<file path="config.mk">
export PLATFORM = sky130hd
export DESIGN_NAME = calc_ctrl_param
export DESIGN_NICKNAME = d
export VERILOG_FILES = /design/src/rtl/calc_ctrl_param.sv
export SDC_FILE = /design/constraint.sdc
export NUM_CORES = 1
export LEC_CHECK = 0
export BUFFER_PORTS_ARGS = -buffer_cell sky130_fd_sc_hd__buf_2
export CAP_MARGIN = 20
export CORE_AREA = 2 2 100 102
export DETAILED_ROUTE_END_ITERATION = 10
export DIE_AREA = 0 0 102 104
export GPL_TIMING_DRIVEN = 0
export PLACE_DENSITY = 0.71
export RECOVER_POWER = 50
export SLEW_MARGIN = 0
export SYNTH_ARGS = -nofsm -noshare
export SYNTH_HDL_FRONTEND = slang
export SYNTH_SLANG_ARGS = --single-unit
export TNS_END_PERCENT = 50
</file>
<file path="constraint.sdc">
create_clock -name clk -period 3.7 [get_ports clk]
set_input_delay 0.74 -clock clk [delete_from_list [all_inputs] [get_ports clk]]
set_output_delay 0.74 -clock clk [all_outputs]
set_load 0.02 [all_outputs]
</file>
<file path="src/rtl/calc_ctrl_param.sv">
// calc_ctrl_param: calculator key controller between the keypad decoder and
// the BCD ALU. It turns one-cycle key events into BCD operand entry, operator
// selection and ALU launch/complete handshakes. It also supports operator
// chaining, repeat-equals, clear while the ALU is busy, and an error state.
//
// Handshake: key_valid and alu_done are single-cycle strobes. There is no
// back-pressure. Any key the controller cannot use is reported by a
// one-cycle key_drop pulse. alu_start pulses for the first cycle in EXEC.
// op_a, op_b and op_code hold steady until the qualifying alu_done.
//
// Ports:
//   clk, resetn             clock (rising edge), async active-low reset
//   key_valid, key_code     key strobe; 0-9 digit, 10-13 ADD/SUB/MUL/DIV,
//                           14 EQ, 15 C
//   alu_done, alu_err       ALU completion strobe and its error qualifier
//   alu_result [W]          BCD result, valid with alu_done
//   op_a, op_b [W]          BCD operands to the ALU
//   op_code [2]             0 ADD, 1 SUB, 2 MUL, 3 DIV
//   alu_start               one-cycle ALU launch pulse
//   disp_value [W]          value for the display mux
//   disp_err                display error message
//   key_drop                one-cycle pulse for an ignored key
//   state [3]               current FSM state, for debug
module calc_ctrl_param #(
  parameter int DIGITS = 4
) (
  input  logic                  clk,
  input  logic                  resetn,
  input  logic                  key_valid,
  input  logic [3:0]            key_code,
  input  logic                  alu_done,
  input  logic                  alu_err,
  input  logic [4*DIGITS-1:0]   alu_result,
  output logic [4*DIGITS-1:0]   op_a,
  output logic [4*DIGITS-1:0]   op_b,
  output logic [1:0]            op_code,
  output logic                  alu_start,
  output logic [4*DIGITS-1:0]   disp_value,
  output logic                  disp_err,
  output logic                  key_drop,
  output logic [2:0]            state
);

  localparam int W  = 4 * DIGITS;
  localparam int CW = $clog2(DIGITS + 1);
  localparam logic [CW-1:0] CNT_MAX = CW'(DIGITS);

  localparam logic [2:0] S_IDLE    = 3'd0;
  localparam logic [2:0] S_ENTRY_A = 3'd1;
  localparam logic [2:0] S_OP_SEL  = 3'd2;
  localparam logic [2:0] S_ENTRY_B = 3'd3;
  localparam logic [2:0] S_EXEC    = 3'd4;
  localparam logic [2:0] S_RESULT  = 3'd5;
  localparam logic [2:0] S_ERROR   = 3'd6;

  logic [2:0]    state_q, state_n;
  logic [W-1:0]  a_q, a_n, b_q, b_n, disp_q, disp_n;
  logic [1:0]    opc_q, opc_n, pend_q, pend_n;
  logic [CW-1:0] cnt_q, cnt_n;
  logic          chain_q, chain_n, clrp_q, clrp_n;
  logic          start_q, drop_q, drop_n, derr_q;

  logic          is_digit, is_op, is_eq, is_clr;
  logic [1:0]    kop;
  logic          ent_full, ent_skip;

  // Append one BCD digit on the right; the top digit falls off.
  function automatic logic [W-1:0] shift_in(input logic [W-1:0] v,
                                            input logic [3:0] d);
    logic [W+3:0] t;
    t = {v, d};
    return t[W-1:0];
  endfunction

  assign is_digit = (key_code <= 4'd9);
  assign is_op    = (key_code >= 4'd10) && (key_code <= 4'd13);
  assign is_eq    = (key_code == 4'd14);
  assign is_clr   = (key_code == 4'd15);
  // Codes 10..13 map to 0..3. Subtracting 10 mod 4 is the same as subtracting 2.
  assign kop      = key_code[1:0] - 2'd2;
  // The operand is full. A leading zero is not counted as a digit.
  assign ent_full = (cnt_q == CNT_MAX);
  assign ent_skip = (key_code == 4'd0) && (cnt_q == '0);

  always_comb begin
    state_n = state_q;
    a_n     = a_q;
    b_n     = b_q;
    opc_n   = opc_q;
    pend_n  = pend_q;
    cnt_n   = cnt_q;
    chain_n = chain_q;
    clrp_n  = clrp_q;
    drop_n  = 1'b0;

    if (state_q == S_EXEC) begin
      if (alu_done) begin
        chain_n = 1'b0;
        clrp_n  = 1'b0;
        if (clrp_q || (key_valid && is_clr)) begin
          // A clear is pending, so the result is discarded.
          state_n = S_IDLE;
          a_n     = '0;
          b_n     = '0;
          opc_n   = 2'd0;
          pend_n  = 2'd0;
          cnt_n   = '0;
        end else begin
          drop_n = key_valid;
          if (alu_err) begin
            state_n = S_ERROR;
          end else begin
            a_n = alu_result;
            if (chain_q) begin
              opc_n   = pend_q;
              state_n = S_OP_SEL;
            end else begin
              state_n = S_RESULT;
            end
          end
        end
      end else if (key_valid) begin
        if (is_clr) clrp_n = 1'b1;
        else        drop_n = 1'b1;
      end
    end else if (key_valid && is_clr) begin
      state_n = S_IDLE;
      a_n     = '0;
      b_n     = '0;
      opc_n   = 2'd0;
      pend_n  = 2'd0;
      cnt_n   = '0;
      chain_n = 1'b0;
      clrp_n  = 1'b0;
    end else if (key_valid) begin
      case (state_q)
        S_IDLE, S_ENTRY_A: begin
          if (is_digit) begin
            state_n = S_ENTRY_A;
            if (ent_full) begin
              drop_n = 1'b1;
            end else if (!ent_skip) begin
              a_n   = shift_in(a_q, key_code);
              cnt_n = cnt_q + CW'(1);
            end
          end else if (is_op) begin
            if (state_q == S_IDLE) a_n = '0;
            opc_n   = kop;
            state_n = S_OP_SEL;
          end else begin
            drop_n = 1'b1;
          end
        end
        S_OP_SEL: begin
          if (is_op) begin
            opc_n = kop;
          end else if (is_digit) begin
            // Start a fresh B operand. A first digit of 0 leaves the count at 0.
            b_n     = W'(key_code);
            cnt_n   = CW'(key_code != 4'd0);
            state_n = S_ENTRY_B;
          end else begin
            b_n     = a_q;
            chain_n = 1'b0;
            state_n = S_EXEC;
          end
        end
        S_ENTRY_B: begin
          if (is_digit) begin
            if (ent_full) begin
              drop_n = 1'b1;
            end else if (!ent_skip) begin
              b_n   = shift_in(b_q, key_code);
              cnt_n = cnt_q + CW'(1);
            end
          end else if (is_op) begin
            chain_n = 1'b1;
            pend_n  = kop;
            state_n = S_EXEC;
          end else begin
            chain_n = 1'b0;
            state_n = S_EXEC;
          end
        end
        S_RESULT: begin
          if (is_eq) begin
            // Repeat-equals: the previous result is already in A.
            chain_n = 1'b0;
            state_n = S_EXEC;
          end else if (is_op) begin
            opc_n   = kop;
            state_n = S_OP_SEL;
          end else begin
            a_n     = W'(key_code);
            cnt_n   = CW'(key_code != 4'd0);
            state_n = S_ENTRY_A;
          end
        end
        S_ERROR: drop_n = 1'b1;
        default: begin
          drop_n  = 1'b1;
          state_n = S_IDLE;
        end
      endcase
    end

    case (state_n)
      S_ENTRY_B: disp_n = b_n;
      S_ERROR:   disp_n = '0;
      default:   disp_n = a_n;
    endcase
  end

  always_ff @(posedge clk or negedge resetn) begin
    if (!resetn) begin
      state_q <= S_IDLE;
      a_q     <= '0;
      b_q     <= '0;
      disp_q  <= '0;
      opc_q   <= 2'd0;
      pend_q  <= 2'd0;
      cnt_q   <= '0;
      chain_q <= 1'b0;
      clrp_q  <= 1'b0;
      start_q <= 1'b0;
      drop_q  <= 1'b0;
      derr_q  <= 1'b0;
    end else begin
      state_q <= state_n;
      a_q     <= a_n;
      b_q     <= b_n;
      disp_q  <= disp_n;
      opc_q   <= opc_n;
      pend_q  <= pend_n;
      cnt_q   <= cnt_n;
      chain_q <= chain_n;
      clrp_q  <= clrp_n;
      start_q <= (state_n == S_EXEC) && (state_q != S_EXEC);
      drop_q  <= drop_n;
      derr_q  <= (state_n == S_ERROR);
    end
  end

  assign state      = state_q;
  assign op_a       = a_q;
  assign op_b       = b_q;
  assign op_code    = opc_q;
  assign alu_start  = start_q;
  assign disp_value = disp_q;
  assign disp_err   = derr_q;
  assign key_drop   = drop_q;

endmodule

</file>
# Word-level counts from Yosys, hierarchy flattened
# Index checks and enable logic that the tools add are counted.
dict set report word_totals {
  inputBits 25
  wordCells 172
  out_inout_bits 56
  reg_bits 63
}
dict set report classes {
  n_eq_ne 31
  n_reduce_logical 24
  n_addsub 2
  n_lt_le_gt_ge 3
  mux 100
}
# cell n
set ops {}
lappend ops {{16-bit 2-to-1 mux} 23}
lappend ops {{16-bit one-hot mux with 2 select lines} 3}
lappend ops {{3-bit 2-to-1 mux} 25}
lappend ops {{2-bit 2-to-1 mux} 19}
lappend ops {{4-bit != test (second input constant)} 8}
lappend ops {{1-bit 2-to-1 mux} 25}
lappend ops {{3-bit == test (second input constant)} 6}
lappend ops {{3-bit one-hot mux with 5 select lines} 1}
lappend ops {{5-bit nonzero test} 3}
lappend ops {{7-bit AND reduction} 2}
lappend ops {{11-bit AND reduction} 1}
lappend ops {{3-bit by 2-bit == test with 1-bit output (second input constant)} 3}
lappend ops {{3-bit != test (second input constant)} 3}
lappend ops {{3-bit one-hot mux with 3 select lines} 1}
lappend ops {{3-bit nonzero test} 3}
lappend ops {{4-bit == test (second input constant)} 2}
lappend ops {{4-bit <= comparator (second input constant)} 2}
lappend ops {{4-bit by 2-bit != test with 1-bit output (second input constant)} 2}
lappend ops {{3-bit logical NOT} 2}
lappend ops {{3-bit by 2-bit != test with 1-bit output (second input constant)} 2}
lappend ops {{1-bit one-hot mux with 3 select lines} 2}
lappend ops {{2-bit one-hot mux with 3 select lines} 1}
lappend ops {{6-bit AND reduction} 1}
lappend ops {{4-bit >= comparator (second input constant)} 1}
lappend ops {{15 further kinds} 19}

# Longest topological paths before layout
# Gate-level depths: netlist (run 1).
dict set report logic_depth {
  word_depth 10
  mapped_depth 10
  mapped_depth_nobuf 8
}

# Worst setup path before layout (run 1)
# No wires, ideal clock.
dict set report synth_timing {
  path_kind {in2reg}
  start {input port key_valid}
  end {register chain_q}
  stages 9
  t_required_ps 3575
  setup_slack_ps 1162
  path_buffers 3
  setup_time_ps 125
  arrival_time_ps 2413
  cell_sequence {buf_2 > inv_2 > or2_0 > clkbuf_1 > clkbuf_1 > o21ai_0 > a222oi_1 > o21a_1 > mux2_2}
}
dict set report synth_between {
  elab_chain_len 3
  word_cells_on_any_way 10
  classes_between {eq/ne: 4; mux: 2; reduce/logical: 4}
}
# item line
set synth_rtl {}
lappend synth_rtl {{start, declared} 29} ;# input logic key_valid,
lappend synth_rtl {{1-bit logical AND} 126} ;# end else if (key_valid && is_clr) begin
lappend synth_rtl {{4-bit != test (no source line), or another cell as far along} -}
lappend synth_rtl {{7-bit AND reduction (no source line) / 1-bit 2-to-1 mux (equally long branches)} -}
lappend synth_rtl {{end signal, assigned} 236} ;# chain_q <= chain_n;
lappend synth_rtl {{end, declared} 60} ;# logic chain_q, chain_n, clrp_q, clrp_n;
# Parallel ways exist; a longest one is shown, timed or not.
# A chain may end at the register's enable or synchronous reset.

# Worst setup path in the final report (run 1)
dict set report layout_timing {
  start {input port key_code[1]}
  end {register disp_q[8], in the netlist disp_value[8]}
}
dict set report layout_between {
  elab_chain_len 10
  word_cells_on_any_way 49
  classes_between {order compare: 3; eq/ne: 4; mux: 37; reduce/logical: 5}
}
# item line
set layout_rtl {}
lappend layout_rtl {{start, declared} 30} ;# input logic [3:0] key_code,
lappend layout_rtl {{4-bit >= comparator, or another cell as far along} 76} ;# assign is_op = (key_code >= 4'd10) && (key_code <= 4'd13);
lappend layout_rtl {{1-bit logical AND, on equally long branches} {76, 83}}
lappend layout_rtl {{2-bit 2-to-1 mux, or another cell as far along} 190} ;# end else if (is_op) begin
lappend layout_rtl {{3-bit 2-to-1 mux, or another cell as far along} 186} ;# if (is_eq) begin
lappend layout_rtl {{3-bit one-hot mux with 5 select lines, or another cell as far along} 136} ;# case (state_q)
lappend layout_rtl {{3-bit 2-to-1 mux / 16-bit one-hot mux with 2 select lines (equally long branches)} {135, 136}}
lappend layout_rtl {{3-bit 2-to-1 mux / 16-bit 2-to-1 mux (equally long branches)} {126, 135}}
lappend layout_rtl {{3-bit 2-to-1 mux / 16-bit 2-to-1 mux (equally long branches)} {96, 126}}
lappend layout_rtl {{3-bit == test, or another cell as far along} 207} ;# case (state_n)
lappend layout_rtl {{16-bit one-hot mux with 2 select lines (*)} 207}
lappend layout_rtl {{via disp_n[8]} 57} ;# logic [W-1:0] a_q, a_n, b_q, b_n, disp_q, disp_n;
lappend layout_rtl {{end signal, assigned} 232} ;# disp_q <= disp_n;
lappend layout_rtl {{end, declared} 57}
# The timed path passes the listed nets; every way through them passes the cells marked *.

==> summary.md, run 1 <==
| Metric | Value |
|---|---|
| CTS Buffer Depth | `2` |
| H-tree levels | `3` |
| Total negative setup slack | `0 ns` |
| IO Port Bufs | `76` |
| Sw power | `1.656 mW` |
| Critical-path maximum fanout | `10` |
| CTS tree | `built` |
| Die width | `102 µm` |
| CTS buffer count | `9` |
| RSZ-0062 raised after global routing | `false` |
| Crit path from | `key_code[1]` |
| Reg-to-Reg End | `disp_value[8]` |
| Layout cell share with drive strength beyond 1 | `18.77%` |
| Synth unique cells | `71` |
| Smallest setup slack after layout | `0.8679 ns` |
| Sequential element share of the synthesized area | `41.93%` |
| Synth Area in Compound Gates | `31.31%` |
| Power share of the clock group | `18.5%` |
| Row count | `36` |
| Leak | `2.136 nW` |
| Initial antenna violation count | `0` |
| Y dimension of the die | `104 µm` |
| Reg clk slew, reported paths | `0.08 ns` |
| Fillcell total | `980` |
| Gate Count Post-Synth | `413` |
| Hold Buf Count CTS | `0` |
| Max_cap viols | `0` |
| First-pass GRT wire length | `20560 µm` |
| Largest family of logic cells by synthesized area | `compound AO/OA/AOI/OAI gates` |
| Vias in the first global route | `3762` |
| Largest net degree at the start of global routing | `43` |
| Worst slack, placed | `0.5139 ns` |
| Synth top area cells | `dfrtp_1 42%, a22oi_1 3.8%, nand2_1 3.5%` |
| Final worst path period share | `76.54%` |
| Yosys top cell by area | `dfrtp_1` |
| Worst Min Path Start | `op_code[0]` |
| Adder-Cell Fraction of Synth Area | `0.9318%` |
| I/O pin count | `81` |
| Peak supply drop | `0.2985 mV` |
| Layout area overhead | `19.63%` |
| FF-to-FF path depth | `7` |
| Top cell type's share of synthesized area | `41.93%` |
| Reg area | `1577 µm²` |
| Worst-Skew Late Latency | `0.35 ns` |
| Primary FF master, synth | `dfrtp_1` |
| XOR/XNOR Fraction of Synth Area | `0.4659%` |
| Status | `finished, final reports clean` |
| Root Buffer | `clkbuf_8` |
| WHS Endpoint | `op_code[0]` |
| Hold path depth | `2` |
| Core area | `9549 µm²` |
| Slew Viols, Final | `0` |
| FFs w/ async S/R, synth | `100.0%` |
| DR vias | `3834` |
| Crit end category | `flop` |
| Min Tclk post-route | `2.832 ns` |
| DRT iter0 DRCs | `547` |
| Pwr Density | `771.6 nW/µm²` |
| Layout net count | `528` |
| Switching Share | `47.73%` |
| Critical path class | `in2reg` |
| Design Power | `3.471 mW` |
| Detailed placement HPWL | `9578 µm` |
| GRT Total Usage | `24.79%` |
| Internal power | `1.814 mW` |
| Normalized max-slew margin | `20.07%` |
| Simple-gate share of the synthesized area | `17.90%` |
| Initial Utilization | `39.37%` |
| Drt via density | `6.000` |
| Fmax | `353.1 MHz` |
| Final Skew | `0.01042 ns` |
| Postcts setup bufs | `0` |
| Worst EP arrival | `3.04 ns` |
| WL/cell | `20.23 µm` |
| Post-synthesis register bit count | `63` |
| Reg2reg start | `state[2]` |
| Avg Cell Area, Syn | `9.104 µm²` |
| Final setup violation count | `0` |
| Worst min-delay path class | `reg2reg` |
| Die area | `10610 µm²` |
| Post-synthesis net count | `440` |
| Mux contribution to synthesized area | `0.2995%` |
| Synthesis warning total | `0` |
| Ant. Diodes | `0` |
| Reg-to-reg setup timing slack | `0.95 ns` |
| Grt ovf | `0` |
| WL final | `12930 µm` |
| Worst-Margin Slew | `1.199 ns` |
| Synthesized area | `3760 µm²` |
| DRT antenna net count | `0` |
| Multi-input gate area in the final layout | `1914 µm²` |
| First-pass DRT Iterations | `6` |
| Clock net sink count | `63` |
| Post-synth EDFFs | `0` |
| WP data required | `3.91 ns` |
| GP Congestion | `0.9423` |
| # DRC | `0` |
| CTS resizes | `0` |
| CP startpoint kind | `primary input` |
| Final hold vios | `0` |
| Sequential Power Share | `31.7%` |
| Gate power share | `49.7%` |
## sequential cells by signal, indices dropped and copies added (netlist names)
name	cells
alu_start	1
op_code	2
op_a	16
chain_q	1
state	3
cnt_q	3
op_b	16
pend_q	2
key_drop	1
clrp_q	1
disp_err	1
disp_value	16
## power by group through the flow
stage                     clock network (mW)  registers [mW]  logic [mW]
after floorplan                            0            1.29       0.944
after global placement                     0            1.10        1.70
after detailed placement                   0            1.10        1.72
after CTS                              0.650            1.09        1.73
after global routing                   0.677            1.13        1.87
final                                  0.644            1.10        1.73
## critical path, cell delays in order
cell	delay [ns]
buf_4	0.15
nor4_1	0.60
o21ai_1	0.30
nand2_2	0.28
nor3_1	0.10
clkbuf_1	0.26
a222oi_1	0.45
o22ai_1	0.15
## cells in the mapped netlist (all sizes together) (9+ instances only)
cell type,instances
nand2b,9
dfrtp,63
clkbuf,9
o21ai,28
a21oi,23
nor2,23
a2bb2oi,13
nor3,12
a22o,10
inv,34
nand2,36
a222oi,11
a22oi,19
o22ai,14
buf,18
## layer usage
layer	GRT usage [%]	routed length, µm	vias up
li1	-	-	1741
met4	6.952	291	0
met3	3.696	928	30
met1	35.62	5722	1875
met2	38.67	5985	188
met5	0	0	-
## final cells by class
| type | instances | share of cell area, % |
|---|---|---|
| Timing Repair Buffer | 77 | 8.095 |
| Sequential cell | 63 | 35.05 |
| Inverter | 34 | 2.837 |
| Clock buffer | 10 | 3.060 |
| Tap cell | 133 | 3.700 |
| Buffer | 27 | 3.143 |
| Multi-Input combinational cell | 289 | 42.56 |
| Clock inverter | 6 | 1.558 |
## how the worst max path moves through the flow
stage	end	slack, ns	cells past startpoint
final	disp_value[8]	0.87	8
after detailed placement	disp_value[8]	0.51	8
after floorplan	chain_q	1.16	9
after global placement	disp_value[8]	0.57	8
after CTS	disp_value[8]	0.88	8
after global routing	disp_value[8]	0.66	8
## stage by stage
| step | instance area [µm²] | util, % | hold slack [ns] | instances |
|---|---|---|---|---|
| floorplan | 3760 | - | 0.4444 | 413 |
| detailed placement | 4327 | 45.31 | 0.4715 | 623 |
| global placement | 4307 | 45.10 | 0.4585 | 622 |
| finish | 4498 | 47.10 | 0.4831 | 639 |
| CTS | 4534 | 47.48 | 0.3725 | 639 |
| global route | 4498 | 47.10 | 0.5183 | 639 |
## kinds of logic (layout without fill, tap and decap cells)
family / Yosys count / in the layout
xor+xnor: 2 / 2
buf+inv: 61 / 154
flops: 63 / 63
mux: 1 / 1
simple gates: 122 / 122
fa+ha+maj: 3 / 3
compound gates: 161 / 161
## layout by cell type, fill, tap and decap left out, drive strengths merged, types with 4 or more instances in the layout
cell type / count
nand2: 36
nor2: 23
a22oi: 19
dfrtp: 63
or2: 4
nand4: 4
nor3: 12
nor3b: 4
nand3: 6
and3: 5
buf: 66
a222oi: 11
o211ai: 8
a21oi: 23
a2bb2oi: 13
and2: 7
o21ai: 28
inv: 34
a22o: 10
o22ai: 14
clkbuf: 48
o2111ai: 4
nand2b: 9
Note: power is estimated with default switching activity, not from simulation.
==> inputs of run 2 (changes only) <==
--- a/config.mk
+++ b/config.mk
@@ -5,13 +5,14 @@
 export SDC_FILE = /design/constraint.sdc
 export NUM_CORES = 1
 export LEC_CHECK = 0
+export ABC_AREA = 1
 export BUFFER_PORTS_ARGS = -buffer_cell sky130_fd_sc_hd__buf_2
 export CAP_MARGIN = 20
-export CORE_AREA = 2 2 100 102
+export CORE_AREA = 2 2 111 113
 export DETAILED_ROUTE_END_ITERATION = 10
-export DIE_AREA = 0 0 102 104
+export DIE_AREA = 0 0 113 115
 export GPL_TIMING_DRIVEN = 0
-export PLACE_DENSITY = 0.71
+export PLACE_DENSITY = 0.69
 export RECOVER_POWER = 50
 export SLEW_MARGIN = 0
 export SYNTH_ARGS = -nofsm -noshare
==> constraint.sdc (replaced) <==
create_clock -name clk -period 2.8 [get_ports clk]
set_input_delay 0.56 -clock clk [delete_from_list [all_inputs] [get_ports clk]]
set_output_delay 0.56 -clock clk [all_outputs]
set_load 0.02 [all_outputs]
==> summary.md, run 2 <==
| Metric | Value |
|---|---|
| Status | `finished with violations` |
| Failing checks | `DRC, capacitance limit, slew limit` |
| Normalized max-slew margin | `-9.297%` |
| Yosys top cell by area | `dfrtp_1` |
| WP data required | `3.01 ns` |
| Synth unique cells | `32` |
| Slew Viols, Final | `64` |
| CTS buffer count | `9` |
| Cell Chain, Critical Path | `inv_2, nand2_2, nor2_4, inv_2, nand2_1, inv_1, buf_2, nand2_1, nand2_1, nand2_1, nand2_1` |
| Max_cap viols | `1` |
| WHS Endpoint | `op_code[0]` |
| CTS resizes | `0` |
| Mux contribution to synthesized area | `0%` |
| Hold path depth | `2` |
| DRT iter0 DRCs | `593` |
| Final hold vios | `0` |
| Largest family of logic cells by synthesized area | `simple AND/OR/NAND/NOR gates` |
| Ant. Diodes | `0` |
| Commonest non-fill, non-tap cells in the layout | `309 x nand2_1, 69 x inv_1, 68 x buf_2, 67 x nand3_1, 63 x dfrtp_1` |
| CP startpoint kind | `flop` |
| Most numerous cell in the Yosys netlist | `nand2_1` |
| I/O pin count | `81` |
| Final setup violation count | `0` |
| Crit path from | `state[0]` |
| WL/cell | `16.36 µm` |
| Postcts setup bufs | `0` |
| Layout area overhead | `19.45%` |
| Root Buffer | `clkbuf_16` |
| Critical path class | `reg2reg` |
| Reg clk slew, reported paths | `0.06 ns` |
| Critical Path Max Stage Delay | `0.49 ns` |
| Critical-path maximum fanout | `10` |
| XOR/XNOR Fraction of Synth Area | `0.1897%` |
| Hold_ws | `0.5109 ns` |
| Largest net degree at the start of global routing | `64` |
| Commonest non-fill, non-tap cell in the layout | `nand2_1` |
| Slowest library cell on the worst path | `dfrtp_1` |
| Placed Cells | `971` |
| Post-synthesis register bit count | `63` |
| First-pass DRT Iterations | `10` |
| Synthesized area | `4618 µm²` |
| Layout net count | `862` |
| Post-synthesis net count | `772` |
| Worst EP arrival | `2.53 ns` |
| DR vias | `5296` |
| Gate Count Post-Synth | `745` |
| Row count | `40` |
| Top Family by Delay on Critical Path | `simple AND/OR/NAND/NOR gates` |
| Top cell type's share of synthesized area | `34.14%` |
| Avg Cell Area, Syn | `6.199 µm²` |
| Y dimension of the die | `115 µm` |
| Total negative setup slack | `0 ns` |
| Worst Min Path Start | `op_code[0]` |
| Worst min-delay path class | `reg2reg` |
| Final worst path period share | `82.83%` |
| Min Tclk post-route | `2.319 ns` |
| Reg-to-reg setup timing slack | `0.48 ns` |
| Worst Path Buf+Inv | `4` |
| Initial Utilization | `39.10%` |
| First-pass GRT wire length | `26300 µm` |
| Worst path most repeated cell | `nand2_1` |
| Synth Area in Compound Gates | `14.47%` |
| Die width | `113 µm` |
| Final Skew | `0.007860 ns` |
| Synthesis warning total | `0` |
| Primary FF master, synth | `dfrtp_1` |
| IO Port Bufs | `79` |
| Fin cells | `987` |
| Die area | `13000 µm²` |
| CTS Buffer Depth | `2` |
| Core area | `11810 µm²` |
| RSZ-0062 raised after global routing | `false` |
| Reg2reg start | `state[0]` |
| WL final | `16150 µm` |
| Layout cell share with drive strength beyond 1 | `14.17%` |
| Detailed placement HPWL | `11830 µm` |
| FFs w/ async S/R, synth | `100.0%` |
| Worst-Margin Slew | `1.639 ns` |
| # DRC | `4` |
| GRT Total Usage | `25.90%` |
| Pwr Density | `1204 nW/µm²` |
| Crit end category | `flop` |
| Sequential element share of the synthesized area | `34.14%` |
| Post-synth EDFFs | `0` |
| Initial antenna violation count | `0` |
| Grt ovf | `0` |
| Leak | `2.973 nW` |
| Peak supply drop | `0.4736 mV` |
| Vias in the first global route | `5020` |
| Synth top area cells | `dfrtp_1 34%, nand2_1 25%, nand3_1 7.3%` |
| Most instantiated cells after synthesis | `309 x nand2_1, 69 x inv_1, 67 x nand3_1, 63 x dfrtp_1, 47 x o21ai_0` |
| Reg-to-Reg End | `disp_value[0]` |
| Clock net sink count | `63` |
| Fmax | `431.2 MHz` |
| Adder-Cell Fraction of Synth Area | `0.5419%` |
| GP Congestion | `0.9675` |
| CTS tree | `built` |
| FF-to-FF path depth | `11` |
| Hold Buf Count CTS | `0` |
| Worst-Skew Late Latency | `0.34 ns` |
| Simple-gate share of the synthesized area | `40.45%` |
| Drt via density | `5.366` |
| H-tree levels | `3` |
| DRT antenna net count | `0` |
run 2: cell count changes in the layout (fill, tap and decap cells not counted), sizes merged, moves of 18 or more:
cell / delta
a21oi: +18
a22oi: -18
inv: +44
nand2: +284
nand3: +64
nor2: +22
o21ai: +25
run 2: area by class of cell:
class                   instances  area, µm²
well taps                     147      183.9
fillers                      1260       6295
inverters                      77      292.8
clock inverters                 7      127.6
flip-flops and latches         63       1577
plain buffers                  33      178.9
clock buffers                   9      225.2
multi-input cells             572       2570
repair buffers                 79      361.6
run 2: power breakdown:
group	switching (mW)	total [mW]	internal (mW)
logic	2.59	3.65	1.05
clock network	0.457	1.34	0.883
registers	0.328	1.65	1.33
run 2: metal layers:
layer,vias to the layer above,wire [µm],track usage [%]
met5,-,0,0
met4,0,529,9.919
met3,43,1438,5.113
met2,252,7108,39.92
met1,2424,7069,36.15
li1,2577,-,-
run 2: cells by family after synthesis:
| logic type | count (synthesis) |
|---|---|
| compound gates | 122 |
| xor+xnor | 1 |
| fa+ha+maj | 2 |
| buf+inv | 110 |
| flops | 63 |
| simple gates | 447 |
run 2: worst max-delay path by stage:
stage	end	slack [ns]	depth (start not counted)
after floorplan	disp_value[9]	0.93	15
after global placement	disp_value[6]	0.34	14
after detailed placement	disp_value[10]	0.36	16
after CTS	disp_value[0]	0.49	11
after global routing	disp_value[0]	0.35	11
final	disp_value[0]	0.48	11
run 2: metrics by stage:
stage	setup WS (ns)	cell area, µm²	total power, mW	utilization [%]
detailed placement	0.3649	5200	5.267	44.03
finish	0.4807	5517	6.641	46.71
floorplan	0.9301	4618	4.089	-
CTS	0.4925	5553	6.645	47.01
global route	0.3513	5517	7.172	46.71
global placement	0.3390	5197	5.256	44.00
run 2: worst min-delay path, delay by kind of cell (launching register included):
| family | cells | cell delay [ns] |
|---|---|---|
| compound gates | 1 | 0.07 |
| simple gates | 1 | 0.06 |
| flops | 1 | 0.34 |
